`src/rtl/sprite_compositor_pkg.sv`:
```
// Shared constants and helpers for the sprite compositor: default code
// format, sprite index map and a lowest-set-bit search.
package sprite_pkg;

    localparam int CODE_W_DEF      = 4;
    localparam int TRANSPARENT_DEF = 0;

    localparam int CUE_BALL      = 16;
    localparam int CUE_STICK_0   = 17;
    localparam int CUE_STICK_45  = 18;
    localparam int CUE_STICK_90  = 19;
    localparam int CUE_STICK_135 = 20;
    localparam int CUE_STICK_180 = 21;
    localparam int CUE_STICK_225 = 22;
    localparam int CUE_STICK_270 = 23;
    localparam int CUE_STICK_315 = 24;

    localparam int MAX_VEC_W = 64;

    // Scanning from the top down leaves the lowest set index in r; 0 if none set.
    function automatic int lowest_set(input logic [MAX_VEC_W-1:0] v);
        int r;
        r = 0;
        for (int i = MAX_VEC_W - 1; i >= 0; i--) begin
            if (v[i]) r = i;
        end
        return r;
    endfunction

endpackage

```
`src/rtl/sprite_compositor_if.sv`:
```
// Per-pixel bus between the sprite/background sources and the compositor,
// plus the composited code and per-frame collision results.
interface sprite_compositor_if
    import sprite_pkg::*;
#(
    parameter int NUM_SPRITES = 24,
    parameter int NUM_BALLS   = 16,
    parameter int CODE_W      = CODE_W_DEF,
    parameter int CNT_W       = 16
);
    localparam int SEL_W = $clog2(NUM_SPRITES + 1);

    logic                          pix_valid_i;
    logic                          frame_start_i;
    logic [SEL_W-1:0]              select_i;
    logic                          prio_mode_i;
    logic [NUM_SPRITES*CODE_W-1:0] codes_i;
    logic [CODE_W-1:0]             bg_code_i;
    logic [CODE_W-1:0]             code_o;
    logic                          valid_o;
    logic [NUM_BALLS-1:0]          collision_o;
    logic [CNT_W-1:0]              overlap_cnt_o;

    modport master (
        output pix_valid_i, frame_start_i, select_i, prio_mode_i, codes_i, bg_code_i,
        input  code_o, valid_o, collision_o, overlap_cnt_o
    );

    modport slave (
        input  pix_valid_i, frame_start_i, select_i, prio_mode_i, codes_i, bg_code_i,
        output code_o, valid_o, collision_o, overlap_cnt_o
    );

endinterface

```
`src/rtl/sprite_compositor_prio_enc.sv`:
```
// First-set priority encoder: index of the lowest set bit plus a found flag.
module sprite_prio_enc
    import sprite_pkg::*;
#(
    parameter int W     = 16,
    parameter int IDX_W = (W > 1) ? $clog2(W) : 1
) (
    input  logic [W-1:0]     vec,
    output logic [IDX_W-1:0] idx,
    output logic             found
);

    assign found = |vec;
    assign idx   = IDX_W'(lowest_set(MAX_VEC_W'(vec)));

endmodule

```
`src/rtl/sprite_compositor.sv`:
```
// Two-stage per-pixel sprite priority compositor with per-frame ball
// overlap detection (collision vector and overlap-pixel count).
module sprite_compositor
    import sprite_pkg::*;
#(
    parameter int                NUM_SPRITES = 24,
    parameter int                NUM_BALLS   = 16,
    parameter int                CODE_W      = CODE_W_DEF,
    parameter logic [CODE_W-1:0] TRANSPARENT = CODE_W'(TRANSPARENT_DEF),
    parameter int                CNT_W       = 16
) (
    input logic                Clk,
    input logic                Reset_n,
    sprite_compositor_if.slave bus
);

    localparam int SEL_W  = $clog2(NUM_SPRITES + 1);
    localparam int SIDX_W = (NUM_SPRITES > 1) ? $clog2(NUM_SPRITES) : 1;
    localparam int BIDX_W = (NUM_BALLS > 1) ? $clog2(NUM_BALLS) : 1;

    logic                          s1_valid;
    logic                          s1_prio;
    logic [SEL_W-1:0]              s1_select;
    logic [NUM_SPRITES*CODE_W-1:0] s1_codes;
    logic [CODE_W-1:0]             s1_bg;
    logic [NUM_SPRITES-1:0]        s1_opaque;

    logic [NUM_SPRITES-1:0] in_opaque;
    logic [SEL_W-1:0]       in_select;

    always_comb begin
        for (int k = 0; k < NUM_SPRITES; k++) begin
            in_opaque[k] = (bus.codes_i[k*CODE_W +: CODE_W] != TRANSPARENT);
        end
        in_select = (bus.select_i > SEL_W'(NUM_SPRITES)) ? '0 : bus.select_i;
    end

    always_ff @(posedge Clk or negedge Reset_n) begin
        if (!Reset_n) begin
            s1_valid  <= 1'b0;
            s1_prio   <= 1'b0;
            s1_select <= '0;
            s1_codes  <= '0;
            s1_bg     <= '0;
            s1_opaque <= '0;
        end else begin
            s1_valid  <= bus.pix_valid_i;
            s1_prio   <= bus.prio_mode_i;
            s1_select <= in_select;
            s1_codes  <= bus.codes_i;
            s1_bg     <= bus.bg_code_i;
            s1_opaque <= in_opaque;
        end
    end

    logic [NUM_SPRITES-1:0] sel_mask;
    logic                   sel_hit;
    logic [CODE_W-1:0]      sel_code;

    always_comb begin
        sel_code = '0;
        for (int k = 0; k < NUM_SPRITES; k++) begin
            sel_mask[k] = (s1_select == SEL_W'(k + 1));
            if (sel_mask[k]) sel_code = s1_codes[k*CODE_W +: CODE_W];
        end
        sel_hit = |(sel_mask & s1_opaque);
    end

    // Collision term uses last frame's published vector, so feedback lags one frame.
    logic [NUM_BALLS-1:0] coll_vec;
    logic [BIDX_W-1:0]    coll_idx;
    logic                 coll_found;
    logic [SIDX_W-1:0]    z_idx;
    logic                 z_found;

    assign coll_vec = bus.collision_o & s1_opaque[NUM_BALLS-1:0] & ~sel_mask[NUM_BALLS-1:0];

    sprite_prio_enc #(.W(NUM_BALLS), .IDX_W(BIDX_W)) u_coll_enc (
        .vec   (coll_vec),
        .idx   (coll_idx),
        .found (coll_found)
    );

    sprite_prio_enc #(.W(NUM_SPRITES), .IDX_W(SIDX_W)) u_z_enc (
        .vec   (s1_opaque),
        .idx   (z_idx),
        .found (z_found)
    );

    logic [CODE_W-1:0] coll_code;
    logic [CODE_W-1:0] z_code;
    logic [CODE_W-1:0] next_code;

    always_comb begin
        coll_code = '0;
        z_code    = '0;
        for (int k = 0; k < NUM_BALLS; k++) begin
            if (coll_idx == BIDX_W'(k)) coll_code = s1_codes[k*CODE_W +: CODE_W];
        end
        for (int k = 0; k < NUM_SPRITES; k++) begin
            if (z_idx == SIDX_W'(k)) z_code = s1_codes[k*CODE_W +: CODE_W];
        end
        if (sel_hit)                 next_code = sel_code;
        else if (coll_found)         next_code = coll_code;
        else if (s1_prio && z_found) next_code = z_code;
        else                         next_code = s1_bg;
    end

    // v & (v - 1) is nonzero exactly when two or more balls are opaque.
    logic [NUM_BALLS-1:0] ball_opaque;
    logic                 overlap_hit;
    logic [NUM_BALLS-1:0] contrib;
    logic [NUM_BALLS-1:0] acc;
    logic [CNT_W-1:0]     cnt;
    logic [CNT_W-1:0]     cnt_next;

    always_comb begin
        ball_opaque = s1_opaque[NUM_BALLS-1:0];
        overlap_hit = s1_valid && (|(ball_opaque & (ball_opaque - 1'b1)));
        contrib     = overlap_hit ? ball_opaque : '0;
        cnt_next    = cnt;
        if (overlap_hit && (cnt != '1)) cnt_next = cnt + 1'b1;
    end

    always_ff @(posedge Clk or negedge Reset_n) begin
        if (!Reset_n) begin
            acc               <= '0;
            cnt               <= '0;
            bus.collision_o   <= '0;
            bus.overlap_cnt_o <= '0;
        end else if (bus.frame_start_i) begin
            bus.collision_o   <= acc | contrib;
            bus.overlap_cnt_o <= cnt_next;
            acc               <= '0;
            cnt               <= '0;
        end else begin
            acc <= acc | contrib;
            cnt <= cnt_next;
        end
    end

    always_ff @(posedge Clk or negedge Reset_n) begin
        if (!Reset_n) begin
            bus.code_o  <= '0;
            bus.valid_o <= 1'b0;
        end else begin
            bus.code_o  <= next_code;
            bus.valid_o <= s1_valid;
        end
    end

endmodule

```
`src/flat_wrapper.sv`:
```
// flat-port wrapper written by rule: the top's interface ports become plain ports
module sprite_compositor_flat import sprite_pkg::*;
#(
    parameter int                NUM_SPRITES = 24,
    parameter int                NUM_BALLS   = 16,
    parameter int                CODE_W      = CODE_W_DEF,
    parameter logic [CODE_W-1:0] TRANSPARENT = CODE_W'(TRANSPARENT_DEF),
    parameter int                CNT_W       = 16
)
  (Clk, Reset_n, bus_pix_valid_i, bus_frame_start_i, bus_select_i, bus_prio_mode_i, bus_codes_i, bus_bg_code_i, bus_code_o, bus_valid_o, bus_collision_o, bus_overlap_cnt_o);
  sprite_compositor_if #(.NUM_SPRITES(NUM_SPRITES), .NUM_BALLS(NUM_BALLS), .CODE_W(CODE_W), .CNT_W(CNT_W)) bus_i ();
  input logic Clk;
  input logic Reset_n;
  input wire logic [$bits(bus_i.pix_valid_i)-1:0] bus_pix_valid_i;
  input wire logic [$bits(bus_i.frame_start_i)-1:0] bus_frame_start_i;
  input wire logic [$bits(bus_i.select_i)-1:0] bus_select_i;
  input wire logic [$bits(bus_i.prio_mode_i)-1:0] bus_prio_mode_i;
  input wire logic [$bits(bus_i.codes_i)-1:0] bus_codes_i;
  input wire logic [$bits(bus_i.bg_code_i)-1:0] bus_bg_code_i;
  output wire logic [$bits(bus_i.code_o)-1:0] bus_code_o;
  output wire logic [$bits(bus_i.valid_o)-1:0] bus_valid_o;
  output wire logic [$bits(bus_i.collision_o)-1:0] bus_collision_o;
  output wire logic [$bits(bus_i.overlap_cnt_o)-1:0] bus_overlap_cnt_o;
  assign bus_i.pix_valid_i = bus_pix_valid_i;
  assign bus_i.frame_start_i = bus_frame_start_i;
  assign bus_i.select_i = bus_select_i;
  assign bus_i.prio_mode_i = bus_prio_mode_i;
  assign bus_i.codes_i = bus_codes_i;
  assign bus_i.bg_code_i = bus_bg_code_i;
  assign bus_code_o = bus_i.code_o;
  assign bus_valid_o = bus_i.valid_o;
  assign bus_collision_o = bus_i.collision_o;
  assign bus_overlap_cnt_o = bus_i.overlap_cnt_o;
  sprite_compositor #(.NUM_SPRITES(NUM_SPRITES), .NUM_BALLS(NUM_BALLS), .CODE_W(CODE_W), .TRANSPARENT(TRANSPARENT), .CNT_W(CNT_W)) u_core (.Clk(Clk), .Reset_n(Reset_n), .bus(bus_i));
endmodule
```
`config.mk`:
```
export PLATFORM = sky130hd
export DESIGN_NAME = sprite_compositor_flat
export DESIGN_NICKNAME = d
export VERILOG_FILES = /design/src/rtl/sprite_compositor_pkg.sv /design/src/rtl/sprite_compositor_if.sv /design/src/rtl/sprite_compositor_prio_enc.sv /design/src/rtl/sprite_compositor.sv /design/src/flat_wrapper.sv
export SDC_FILE = /design/constraint.sdc
export NUM_CORES = 1
export LEC_CHECK = 0
export CORE_MARGIN = 4
export CORE_UTILIZATION = 55
export DETAILED_ROUTE_END_ITERATION = 10
export GPL_TIMING_DRIVEN = 0
export HOLD_SLACK_MARGIN = 0.05
export PLACE_DENSITY = 0.8
export SKIP_CTS_REPAIR_TIMING = 1
export SLEW_MARGIN = 20
export SYNTH_ARGS = -nofsm -noshare
export SYNTH_HDL_FRONTEND = slang
export SYNTH_SLANG_ARGS = --single-unit
```
`constraint.sdc`:
```
create_clock -name Clk -period 9.05 [get_ports Clk]
set_input_delay 0.905 -clock Clk [delete_from_list [all_inputs] [get_ports Clk]]
set_output_delay 0.905 -clock Clk [all_outputs]
set_load 0.03 [all_outputs]
```
## After elaboration in Yosys (flattened, before gate mapping)

Index checks and enable logic that the tools add are counted.

- Flip-flop bits (word level): 200
- Input port bits: 110
- Output and inout port bits: 37
- Logic and storage cells: 229

- Add/sub/neg operators: 2
- $lt $le $gt $ge: 1
- Eq/ne operators: 63
- Multiplexer cells: 112
- Bitwise operators: 6
- Reduce and logical (&&, ||, !) cells: 33

Operator list:

| kind | count |
|---|---|
| 4-bit two-way mux | 83 |
| 5-bit two-way mux | 25 |
| 4-bit nonzero test | 24 |
| 5-bit equality test (second input constant) | 17 |
| 5-bit by 4-bit equality test with 1-bit output (second input constant) | 16 |
| 16-bit two-way mux | 4 |
| 16-bit bitwise AND | 3 |
| 24-bit OR reduction | 2 |
| 5-bit by 3-bit equality test with 1-bit output (second input constant) | 8 |
| 4-bit equality test (second input constant) | 8 |
| 16-bit OR reduction | 2 |
| 24-bit bitwise AND | 1 |
| 5-bit by 2-bit equality test with 1-bit output (second input constant) | 4 |
| 16-bit by 1-bit adder with 16-bit output (second input constant) | 1 |
| 4-bit by 3-bit equality test with 1-bit output (second input constant) | 4 |
| 16-bit != test (second input constant) | 1 |
| 16-bit NOT | 1 |
| 16-bit bitwise OR | 1 |
| 16-bit by 1-bit subtractor with 16-bit output (second input constant) | 1 |
| 5-bit by 1-bit equality test with 1-bit output (second input constant) | 2 |
| 4-bit by 2-bit equality test with 1-bit output (second input constant) | 2 |
| 5-bit greater-than comparator (second input constant) | 1 |
| 5-bit zero test | 1 |
| 4-bit by 1-bit equality test with 1-bit output (second input constant) | 1 |
| other kinds (2) | 4 |

## Depth between registers and ports, before layout

Gate-level depths: netlist (run 1).

- Depth after elaboration: 52
- Gate-level depth with buffers: 15
- Mapped depth without buffers: 11

## Modules after synthesis

Synthesis (run 1) repeated with hierarchy kept, for this count alone.

- Cells, all modules: 1072
- Area, all modules: 10324.9 sq um

Modules (own cells, without submodules):

| module | instances | cells each | area an instance (sq um) | seq. area each (sq um) |
|---|---|---|---|---|
| sprite_compositor | 1 | 990 | 9839.4 | 5004.8 |
| sprite_prio_enc at u_core.u_z_enc | 1 | 48 | 309.0 | 0.0 |
| sprite_prio_enc at u_core.u_coll_enc | 1 | 34 | 176.4 | 0.0 |

## Worst setup path before layout (run 1)

No wires, ideal clock.

- Path kind: register to register
- Start point: reg u_core.s1_opaque[5]
- End point: reg u_core.bus.overlap_cnt_o[14]
- Setup time: 0.137 ns
- Data arrival time: 2.759 ns
- Data required time: 8.913 ns
- Path slack: 6.154 ns
- Stages on the path, launching flop included: 14
- Buffers on the path: 2
- Clock period less this slack: 2.896 ns
- Path through: dfrtp_1 buf_4 nor4_4 nand2_2 maj3_2 o21a_1 o22a_1 o41a_1 buf_6 nor3b_4 nor2b_4 nand4_1 xor2_1 a21oi_1

- Longest elaborated chain between the ends: 6

Ends and longest elaborated chain:

| item | line | RTL |
|---|---|---|
| start: declaration | sprite_compositor.sv:26 | `logic [NUM_SPRITES-1:0] s1_opaque;` |
| start signal: assignment | sprite_compositor.sv:52 | `s1_opaque <= in_opaque;` |
| 16-bit by 1-bit subtractor with 16-bit output | sprite_compositor.sv:119 | `overlap_hit = s1_valid && (\|(ball_opaque & (ball_opaque - 1'b1)));` |
| 16-bit bitwise AND * | sprite_compositor.sv:119 |  |
| 16-bit OR reduction * | sprite_compositor.sv:119 |  |
| 1-bit logical AND * | sprite_compositor.sv:119 |  |
| 1-bit logical AND * | sprite_compositor.sv:122 | `if (overlap_hit && (cnt != '1)) cnt_next = cnt + 1'b1;` |
| 16-bit two-way mux * | sprite_compositor.sv:122 |  |
| end signal: assignment | sprite_compositor.sv:133 | `bus.overlap_cnt_o <= cnt_next;` |
| end: declaration | sprite_compositor_if.sv:31 | `output code_o, valid_o, collision_o, overlap_cnt_o` |

Mark *: on every way between the ends. The rest lies on a longest branch, timed or not.
A chain may end at the register's enable or synchronous reset.

## Worst setup path in the final report (run 1)

- Start point: reg u_core.s1_select[0]
- End point: reg u_core.bus.code_o[2]

- Longest elaborated chain between the ends: 38
- Elaborated cells between the ends (all ways): 103
- Those cells by class: eq/ne (39); mux (58); bitwise (3); reduce/logical (3)

Ends and longest elaborated chain:

| item | line | RTL |
|---|---|---|
| start: declaration | sprite_compositor.sv:23 | `logic [SEL_W-1:0] s1_select;` |
| start signal: assignment | sprite_compositor.sv:49 | `s1_select <= in_select;` |
| 5-bit equality test | sprite_compositor.sv:63 | `sel_mask[k] = (s1_select == SEL_W'(k + 1));` |
| 16-bit NOT | sprite_compositor.sv:76 | `assign coll_vec = bus.collision_o & s1_opaque[NUM_BALLS-1:0] & ~sel_mask[NUM_BALLS-1:0];` |
| 16-bit bitwise AND | sprite_compositor.sv:76 |  |
| 4-bit two-way mux (16 in series) | sprite_compositor_pkg.sv:25 | `if (v[i]) r = i;` |
| 4-bit zero test | sprite_compositor.sv:98 | `if (coll_idx == BIDX_W'(k)) coll_code = s1_codes[k*CODE_W +: CODE_W];` |
| 4-bit two-way mux (16 in series) | sprite_compositor.sv:98 |  |
| 4-bit two-way mux | sprite_compositor.sv:104 | `else if (coll_found) next_code = coll_code;` |
| 4-bit two-way mux * | sprite_compositor.sv:103 | `if (sel_hit) next_code = sel_code;` |
| named net u_core.next_code[2] | sprite_compositor.sv:92 | `logic [CODE_W-1:0] next_code;` |
| end signal: assignment | sprite_compositor.sv:147 | `bus.code_o <= next_code;` |
| end: declaration | sprite_compositor_if.sv:31 |  |

The timed path passes the listed nets; every way through them passes the cells marked *.

==> results of run 1 <==
## synthesized netlist by cell type, drive strengths merged, types with 6 or more instances
cell and instances:
a22oi 16, a221oi 12, a31oi 17, or2 8, o211ai 6, o21ai 53
o22ai 18, or4 25, nand4 7, clkbuf 33, nand3 29, o31ai 6
nor2b 12, nor4 13, o32ai 7, nand2b 15, a21o 7, and2 10
nor3 31, nand2 98, o221ai 8, o21a 6, xor2 12, buf 32
dfrtp 200, a22o 8, mux2i 23, or3 8, a211oi 9, nor3b 7
nor2 138, inv 15, a2111oi 6, a21oi 107
## layout by cell type, fill, tap and decap left out, types with 12 or more instances in the layout
cell type / n
nand2b_1: 15
clkdlybuf4s50_1: 144
nor3_1: 30
a22oi_1: 16
nand3_1: 29
buf_2: 19
nand2_1: 95
o21ai_0: 50
nor2_1: 137
clkbuf_1: 31
a21oi_1: 107
a31oi_1: 16
dfrtp_1: 200
o22ai_1: 18
or4_1: 25
xor2_1: 12
mux2i_1: 23
a221oi_1: 12
clkbuf_16: 17
inv_1: 15
## per-layer routing
metal / share of wire [%] / vias up / track usage [%]
li1: - / 4367 / -
met1: 38 / 4937 / 52.91
met2: 43 / 843 / 56.91
met3: 14 / 203 / 14.43
met4: 4.9 / 2 / 16.35
met5: 0.032 / - / 0
## registers in the layout, indices dropped and copies added, names as in the netlist
name                      flops
u_core.acc                   16
u_core.bus.code_o             4
u_core.bus.collision_o       16
u_core.bus.overlap_cnt_o     16
u_core.bus.valid_o            1
u_core.cnt                   16
u_core.s1_bg                  4
u_core.s1_codes              96
u_core.s1_opaque             24
u_core.s1_prio                1
u_core.s1_select              5
u_core.s1_valid               1
## power by group through the flow
| stage | clock network [W] | logic [W] | registers [W] |
|---|---|---|---|
| after floorplan | 0 | 0.000190 | 0.00103 |
| after global placement | 0 | 0.000410 | 0.00102 |
| after detailed placement | 0 | 0.000415 | 0.00102 |
| after CTS | 0.000795 | 0.000418 | 0.00100 |
| after global routing | 0.000837 | 0.000453 | 0.00101 |
| final | 0.000790 | 0.000430 | 0.00101 |
## cells by family after synthesis
family | share of synthesized area (%)
buffers and inverters | 3.468
muxes | 3.115
and+or+nand+nor | 20.31
adders and majority gates | 0.4381
AOI/OAI and AO/OA | 22.71
DFF | 48.68
xor gates and xnor gates | 1.278
## final cells by class
cell class | instances | area (sq um) | area share, %
inverter | 15 | 56.30 | 0.4446
clock buffer | 17 | 425.4 | 3.359
timing repair buffer | 146 | 1484 | 11.72
tap | 229 | 286.5 | 2.262
multi-input combinational | 807 | 4920 | 38.85
sequential | 200 | 5005 | 39.52
buffer | 65 | 300.3 | 2.371
clock inverter | 15 | 187.7 | 1.482
## through the flow
stage	std cells	TNS (ns)	cell area (sq um)	hold slack [ns]	worst slack [ns]
after global routing	1494	0	12660	0.4361	4.796
after global placement	1461	-86.53	12020	0.3836	-0.4619
after CTS	1494	0	12660	0.4105	5.048
final	1494	0	12660	0.4141	4.746
after floorplan	1087	0	10280	0.3544	6.154
after detailed placement	1462	0	12050	0.3843	5.077
## critical path, stage by stage (launching register included)
cell and delay [ns]:
dfrtp_1 0.51, buf_2 0.27, buf_1 0.54, mux2_2 0.41, nand3_1 0.08, nand3_1 0.10
nor4_1 0.43, nor3b_2 0.67, and2_1 0.32, o211ai_1 0.18, a31oi_1 0.17, o21ai_0 0.22
and3_1 0.27
## path summary, 6_finish.rpt
check	from	to	slack (ns)	cells past startpoint
setup / recovery	u_core.s1_select[0]	u_core.bus.code_o[2]	4.75	12
max in group asynchronous	Reset_n	u_core.s1_codes[44]	7.66	2
hold reg to reg	u_core.s1_valid	u_core.bus.valid_o	0.41	0
min in group asynchronous	Reset_n	u_core.s1_codes[5]	0.45	1
setup reg to reg	u_core.s1_select[0]	u_core.bus.code_o[2]	4.75	12
hold / removal	u_core.s1_valid	u_core.bus.valid_o	0.41	0
==> flow_metrics.tcl, run 1 <==
set metrics [dict create \
    yosysTopAreaCell "dfrtp_1" \
    ir_drop_v 0.0001631 \
    setup_viol 0 \
    finClkSkew_ns 0.02105 \
    slew_headroom_pct 17.64 \
    dp_hpwl_um 30860 \
    synth_seq_cells 200 \
    vias_per_cell 6.929 \
    final_core_util_pct 69.79 \
    run_status "completed" \
    drt_iter0_markers 1576 \
    worstSetupStartpointType "flip-flop" \
    power_switching_w 0.0007294 \
    syn_area_per_cell_sq_um 9.458 \
    p_int_w 0.001496 \
    synth_nets 1198 \
    die_h_um 144.7 \
    overflow 0 \
    h-tree-depth 4 \
    path_clk_slew_ns 0.08 \
    drt_first_pass_iters 7 \
    n_antenna_cell 0 \
    pwr-share-comb_pct 19.3 \
    antenna_left 0 \
    worst_pin_slew_ns 1.226 \
    die_area_sq_mm 0.02094 \
    cts_tree "yes" \
    synth_edf_count 0 \
    drv_slew 0 \
    grt_max_degree 107 \
    switching_share_pct 32.77 \
    p_seq_share_pct 45.2 \
    clk_latency_ns 0.46 \
    finalHoldViolations 0 \
    port_buffers 145 \
    num_vias 10350 \
    ys.warnings.count 0 \
    ys_async_sr_fraction_pct 100.0 \
    coreArea_sq_mm 0.01815 \
    synth_flop_cell "dfrtp_1" \
    synth_area_sq_mm 0.01028 \
    required_ns 9.39 \
    numCtsBuffers 17 \
    drc_errors 0 \
    yosysSeqAreaShare_pct 48.68 \
    area_delta_synth_final_pct 23.18 \
    ctsRootBufferMaster "clkbuf_16" \
    rows 49 \
    worstPathArrival_ns 4.64 \
    wl_um 40760 \
    netlist.area_leader.share_pct 48.68 \
    cp-end-kind "flip-flop" \
    path_class "reg2reg" \
    post-route-min-period_ns 4.304 \
    wl_per_cell_um 27.28 \
    synth_area_leaders "dfrtp_1 (49%), a21oi_1 (5.2%), nor2_1 (5.0%), nand2_1 (3.5%), o21ai_0 (2.4%)" \
    synth.distinct_cells 86 \
    fillers 1383 \
    drive_gt1_share_pct 7.510 \
    num_io_pins 147 \
    crit_path_max_fanout 10 \
    p_leak_nw 4.982 \
    die_width_um 144.7 \
    clock_power_share_pct 35.5 \
    hold_class "reg2reg" \
    grt_pass1_vias 9985 \
    powerDensity_mw_per_mm2 175.8 \
    nets 1363 \
    clkSinkCount 200 \
    start_util_pct 56.65 \
    grt_pass1_wl_um 60260 \
    fin_crit_sh_pct 47.56 \
    rsz0062_at_grt "false" \
    fmax_mhz 232.3 \
    cts_max_path_buffers 2 \
    place_congestion 1.037 \
    netlist_instances 1087 \
    grt_usage_pct 39.04 \
    antenna_found_initial 1 \
    total_power_w 0.002226 \
    maxCapViolCount 0 \
]
Note: power is estimated with default switching activity, not from simulation.
==> inputs of run 2 (changes only) <==
--- a/config.mk
+++ b/config.mk
@@ -6,11 +6,11 @@
 export NUM_CORES = 1
 export LEC_CHECK = 0
 export CORE_MARGIN = 4
-export CORE_UTILIZATION = 55
+export CORE_UTILIZATION = 50
 export DETAILED_ROUTE_END_ITERATION = 10
 export GPL_TIMING_DRIVEN = 0
 export HOLD_SLACK_MARGIN = 0.05
-export PLACE_DENSITY = 0.8
+export PLACE_DENSITY = 0.77
 export SKIP_CTS_REPAIR_TIMING = 1
 export SLEW_MARGIN = 20
 export SYNTH_ARGS = -nofsm -noshare
==> constraint.sdc (replaced) <==
create_clock -name Clk -period 3.7 [get_ports Clk]
set_input_delay 0.37 -clock Clk [delete_from_list [all_inputs] [get_ports Clk]]
set_output_delay 0.37 -clock Clk [all_outputs]
set_load 0.03 [all_outputs]
==> run 2 against run 1 <==
Net effect:
- register-to-register slack lost 4.7 ns
- cell count grew 2.8%
- global-route usage fell by 2.8 points
- routed wire length up 1.1%
- maximum frequency increased by 18%
- highest routed layer unchanged
- first-iteration DRC count decreased by 15%
==> flow_metrics.tcl, run 2 (synthesis results as in run 1) <==
set metrics [dict create \
    run_status "completed" \
    grt_max_degree 109 \
    h-tree-depth 4 \
    place_congestion 1.071 \
    num_vias 10320 \
    top_regs "u_core.s1_codes x96, u_core.s1_opaque x24" \
    vias_per_cell 6.716 \
    path_common_cell "nand3_1" \
    finClkSkew_ns 0.01688 \
    path_clk_slew_ns 0.08 \
    cts_tree "yes" \
    start_util_pct 50.81 \
    antenna_left 0 \
    final_cell_mix "dfrtp_1 (200), clkdlybuf4s50_1 (144), nor2_1 (134)" \
    p_seq_share_pct 44.6 \
    hold_class "in2reg" \
    worst_hold_slack_ns 0.3692 \
    fillers 1681 \
    area_delta_synth_final_pct 25.33 \
    ctsRootBufferMaster "clkbuf_16" \
    die_h_um 151.4 \
    worstSetupStartpointType "flip-flop" \
    numCtsBuffers 17 \
    drt_iter0_markers 1341 \
    fin_cells 1536 \
    worstPathCellList "buf_2 -> clkbuf_2 -> mux2_2 -> nand3_1 -> nand3_1 -> nor4_1 -> nor3b_4 -> buf_12 -> and2_1 -> o211ai_1 -> a31oi_1 -> o21ai_0 -> and3_1" \
    r2r_end "u_core.bus.code_o[2]" \
    crit_path_max_fanout 10 \
    clock_power_share_pct 35.8 \
    startpoint "u_core.s1_select[0]" \
    reg2reg_slack_ns 0.06 \
    clk_latency_ns 0.44 \
    path_class "reg2reg" \
    fin_crit_sh_pct 98.31 \
    min-delay-start "bus_pix_valid_i" \
    powerDensity_mw_per_mm2 428.8 \
    die_width_um 151.4 \
    placed_cells_incl_taps 1503 \
    post-route-min-period_ns 3.637 \
    p_int_w 0.003739 \
    wl_per_cell_um 26.83 \
    wl_um 41210 \
    max_stage_delay_ns 0.45 \
    power_switching_w 0.001786 \
    ir_drop_v 0.0003424 \
    switching_share_pct 32.33 \
    nets 1364 \
    fmax_mhz 274.9 \
    whs_endpoint "u_core.s1_valid" \
    clkSinkCount 200 \
    drt_first_pass_iters 6 \
    largest_register_ff_count 96 \
    setup-tns-final_ns 0 \
    slowest_stage "nor4_1" \
    overflow 0 \
    setup_viol 0 \
    reg2reg_from "u_core.s1_select[0]" \
    maxCapViolCount 0 \
    pwr-share-comb_pct 19.6 \
    antenna_found_initial 1 \
    worstPathArrival_ns 3.96 \
    required_ns 4.02 \
    dp_hpwl_um 31500 \
    drive_gt1_share_pct 10.35 \
    port_buffers 145 \
    rows 52 \
    reg2reg_depth 13 \
    coreArea_sq_mm 0.02023 \
    layout_commonest_cell "dfrtp_1" \
    holdPathStages 1 \
    worst_pin_slew_ns 0.8069 \
    cp-end-kind "flip-flop" \
    regMostFlops "u_core.s1_codes" \
    num_io_pins 147 \
    cts_max_path_buffers 2 \
    drv_slew 0 \
    drc_errors 0 \
    die_area_sq_mm 0.02292 \
    grt_usage_pct 36.21 \
    rsz0062_at_grt "true" \
    n_antenna_cell 0 \
    slew_headroom_pct 45.71 \
    grt_pass1_vias 9872 \
    finalHoldViolations 0 \
    p_leak_nw 5.061 \
    grt_pass1_wl_um 60900 \
]
-- run 2: metal layers --
| layer | vias up | GRT usage [%] | part of all wire [%] |
|---|---|---|---|
| met1 | 5017 | 51.08 | 40 |
| met3 | 132 | 9.605 | 13 |
| met4 | 2 | 11.56 | 3.4 |
| met2 | 791 | 54.70 | 44 |
| met5 | - | 0 | 0.032 |
| li1 | 4374 | - | - |
-- run 2: layout make-up --
cell class | instances | area, sq um | share of cell area (%)
multi-input cells | 807 | 5021 | 38.97
flip-flops and latches | 200 | 5005 | 38.84
repair buffers | 152 | 1544 | 11.98
clock buffers | 17 | 425.4 | 3.302
well taps | 270 | 337.8 | 2.622
plain buffers | 60 | 300.3 | 2.331
clock inverters | 15 | 195.2 | 1.515
inverters | 15 | 56.30 | 0.4370
-- run 2: critical path, delay by kind of cell, from the launching register on --
kind	cells	cell delay, ns
compound gates	3	0.48
mux	1	0.39
buf+inv	3	0.80
flops	1	0.44
simple gates	6	1.43
-- run 2: power groups by stage --
| stage | sequential, W | clock [W] | combinational [W] |
|---|---|---|---|
| after global placement | 0.00249 | 0 | 0.00102 |
| after global routing | 0.00247 | 0.00208 | 0.00115 |
| after CTS | 0.00245 | 0.00198 | 0.00103 |
| after floorplan | 0.00252 | 0 | 0.000464 |
| final | 0.00246 | 0.00198 | 0.00109 |
| after detailed placement | 0.00249 | 0 | 0.00103 |
-- run 2: metrics by stage --
step / utilization, % / total power (W) / setup WS [ns] / instance area (sq um)
global route: 63.68 / 0.005691 / -0.03431 / 12880
CTS: 62.88 / 0.005462 / -0.3731 / 12720
detailed placement: 59.81 / 0.003512 / -0.3428 / 12100
global placement: 59.65 / 0.003507 / -5.342 / 12070
floorplan: - / 0.002985 / 0.8038 / 10280
finish: 63.68 / 0.005526 / 0.06266 / 12880
-- run 2: worst max path at each step --
stage | to | slack, ns | cells after the start
floorplan | u_core.bus.overlap_cnt_o[14] | 0.80 | 13
global placement | u_core.cnt[7] | -5.34 | 1
detailed placement | u_core.bus.code_o[0] | -0.34 | 11
CTS | u_core.bus.code_o[0] | -0.37 | 11
global route | u_core.bus.code_o[1] | -0.03 | 12
finish | u_core.bus.code_o[2] | 0.06 | 13
==> inputs of run 3 (changes only) <==
--- a/config.mk
+++ b/config.mk
@@ -5,10 +5,10 @@
 export SDC_FILE = /design/constraint.sdc
 export NUM_CORES = 1
 export LEC_CHECK = 0
+export CORE_ASPECT_RATIO = 0.75
 export CORE_MARGIN = 4
 export CORE_UTILIZATION = 50
 export DETAILED_ROUTE_END_ITERATION = 10
-export GPL_TIMING_DRIVEN = 0
 export HOLD_SLACK_MARGIN = 0.05
 export PLACE_DENSITY = 0.77
 export SKIP_CTS_REPAIR_TIMING = 1
==> constraint.sdc (replaced) <==
create_clock -name Clk -period 3.2 [get_ports Clk]
set_input_delay 0.32 -clock Clk [delete_from_list [all_inputs] [get_ports Clk]]
set_output_delay 0.32 -clock Clk [all_outputs]
set_load 0.03 [all_outputs]
==> run 3 against run 2 <==
Net effect:
- utilization grew 5.9 points
- critical path depth stayed put
- first-iteration DRC count up 24%
- non-clock buffer count is 110 higher
- sequential cell count unchanged
- register-to-register slack is essentially flat
- global-route usage is 1.2 points lower
- combinational power up 31%
- critical endpoint is now u_core.bus.code_o[0]
- largest cell class unchanged
- highest routed layer is now met4
==> flow_metrics.tcl, run 3 (synthesis results as in run 1) <==
set metrics [dict create \
    num_io_pins 147 \
    cp-end-kind "flip-flop" \
    setup_viol 0 \
    vias_per_cell 6.550 \
    run_status "completed" \
    die_h_um 132.2 \
    power_switching_w 0.002040 \
    coreArea_sq_mm 0.02021 \
    drc_errors 0 \
    worst_pin_slew_ns 0.7486 \
    numCtsBuffers 17 \
    rsz0062_at_grt "true" \
    grt_pass1_wl_um 61410 \
    antenna_left 0 \
    hold_class "in2reg" \
    holdPathStages 1 \
    cts_max_path_buffers 2 \
    die_width_um 173.6 \
    placed_cells_incl_taps 1578 \
    regArea_sq_mm 0.005020 \
    reg2reg_depth 13 \
    required_ns 3.52 \
    dp_hpwl_um 32230 \
    reg2reg_slack_ns 0.08 \
    multi_input_area_sq_mm 0.005160 \
    port_buffers 146 \
    r2r_end "u_core.bus.code_o[0]" \
    placed_cell_area_sq_mm 0.01297 \
    grt_max_degree 90 \
    fin_cells 1635 \
    slew_headroom_pct 49.63 \
    drive_gt1_share_pct 21.15 \
    stdcell_area_sq_mm 0.01406 \
    whs_endpoint "u_core.s1_bg[0]" \
    worst_hold_slack_ns 0.3125 \
    powerDensity_mw_per_mm2 469.1 \
    path_clk_slew_ns 0.08 \
    final_core_util_pct 69.58 \
    area_delta_synth_final_pct 36.79 \
    h-tree-depth 4 \
    min-delay-start "bus_bg_code_i[0]" \
    layout_commonest_cell "dfrtp_1" \
    drt_first_pass_iters 6 \
    reg2reg_from "u_core.s1_select[1]" \
    grt_pass1_vias 10230 \
    switching_share_pct 30.92 \
    fmax_mhz 320.0 \
    place_congestion 1.075 \
    cts_tree "yes" \
    regMostFlops "u_core.s1_codes" \
    p_leak_nw 5.730 \
    nets 1474 \
    grt_usage_pct 34.99 \
    maxCapViolCount 0 \
    largest_register_ff_count 96 \
    num_vias 10710 \
    start_util_pct 50.86 \
    clock_power_share_pct 35.0 \
    finClkSkew_ns 0.01018 \
    crit_path_max_fanout 10 \
    top_regs "u_core.s1_codes x96, u_core.s1_opaque x24" \
    worstSetupStartpointType "flip-flop" \
    final_cell_mix "dfrtp_1 (188), buf_4 (165), clkdlybuf4s50_1 (144)" \
    wl_per_cell_um 25.40 \
    drv_slew 0 \
    clkSinkCount 200 \
    p_int_w 0.004557 \
    worstPathArrival_ns 3.45 \
    fin_crit_sh_pct 97.64 \
    drt_iter0_markers 1664 \
    ctsRootBufferMaster "clkbuf_16" \
    fillers 1567 \
    ir_drop_v 0.0003398 \
    path_class "reg2reg" \
    post-route-min-period_ns 3.125 \
    p_seq_share_pct 43.3 \
    overflow 0 \
    die_area_sq_mm 0.02294 \
    pwr-share-comb_pct 21.7 \
    finalHoldViolations 0 \
    wl_um 41530 \
    antenna_found_initial 0 \
    clk_latency_ns 0.45 \
    rows 45 \
]
## run 3: cell count changes in the layout (fill, tap and decap cells not counted), moves of 4 or more
| cell | previous run | this run |
|---|---|---|
| buf_4 | 10 | 165 |
| clkbuf_1 | 21 | 0 |
| buf_2 | 16 | 1 |
| dfrtp_1 | 200 | 188 |
| dfrtp_2 | 0 | 12 |
| clkbuf_2 | 11 | 0 |
| a21oi_1 | 104 | 100 |
| buf_12 | 1 | 5 |
| buf_6 | 1 | 5 |
## run 3: power by group through the flow
stage          registers [W]  clock network [W]  logic (W)
5_1_grt              0.00286            0.00244    0.00152
3_5_place_dp         0.00289                  0    0.00129
2_1_floorplan        0.00291                  0   0.000537
6_report             0.00286            0.00231    0.00143
3_3_place_gp         0.00289                  0    0.00129
4_1_cts              0.00284            0.00234    0.00130
## run 3: worst max-delay path by stage
| stage | startpoint | end | slack [ns] | cells past startpoint |
|---|---|---|---|---|
| 2_1_floorplan | u_core.s1_opaque[5] | u_core.bus.overlap_cnt_o[14] | 0.30 | 13 |
| 4_1_cts | u_core.s1_opaque[4] | u_core.bus.overlap_cnt_o[13] | -0.08 | 11 |
| 3_5_place_dp | u_core.s1_opaque[4] | u_core.bus.overlap_cnt_o[13] | -0.04 | 11 |
| 3_3_place_gp | u_core.s1_select[0] | u_core.bus.code_o[2] | -0.07 | 12 |
| 5_1_grt | u_core.s1_opaque[5] | u_core.bus.code_o[0] | -0.07 | 12 |
| 6_report | u_core.s1_select[1] | u_core.bus.code_o[0] | 0.08 | 13 |
## run 3: per-layer routing
layer  share of wire [%]  GRT usage [%]  vias to the layer above
met5                   0              0                        -
met4                 2.6          9.626                        0
met3                  14          12.96                      118
met2                  40          47.44                      820
met1                  43          52.61                     5186
li1                    -              -                     4586
## run 3: through the flow
step	TNS [ns]	worst slack [ns]	total power (W)
after floorplan	0	0.3038	0.003451
after global placement	-0.1065	-0.06930	0.004175
after detailed placement	-0.1580	-0.04259	0.004178
after CTS	-0.3601	-0.07886	0.006474
after global routing	-0.2473	-0.07195	0.006814
final	0	0.07546	0.006597
## run 3: area by class of cell
class	count	area share, %
diodes	1	0.01779
clock buffers	18	3.123
clock inverters	14	1.406
inverters	15	0.4004
multi-input cells	807	36.69
flip-flops and latches	200	35.69
well taps	258	2.295
repair buffers	322	20.37
## run 3: critical path, stage by stage (launching register included)
cell	delay, ns
dfrtp_2	0.47
buf_6	0.16
nor3_4	0.39
a21oi_2	0.12
o32a_1	0.34
o2bb2ai_1	0.16
a31oi_2	0.28
buf_4	0.17
mux2i_1	0.22
o211ai_1	0.10
o31ai_1	0.07
nand2_1	0.13
a211oi_1	0.27
o32ai_1	0.11
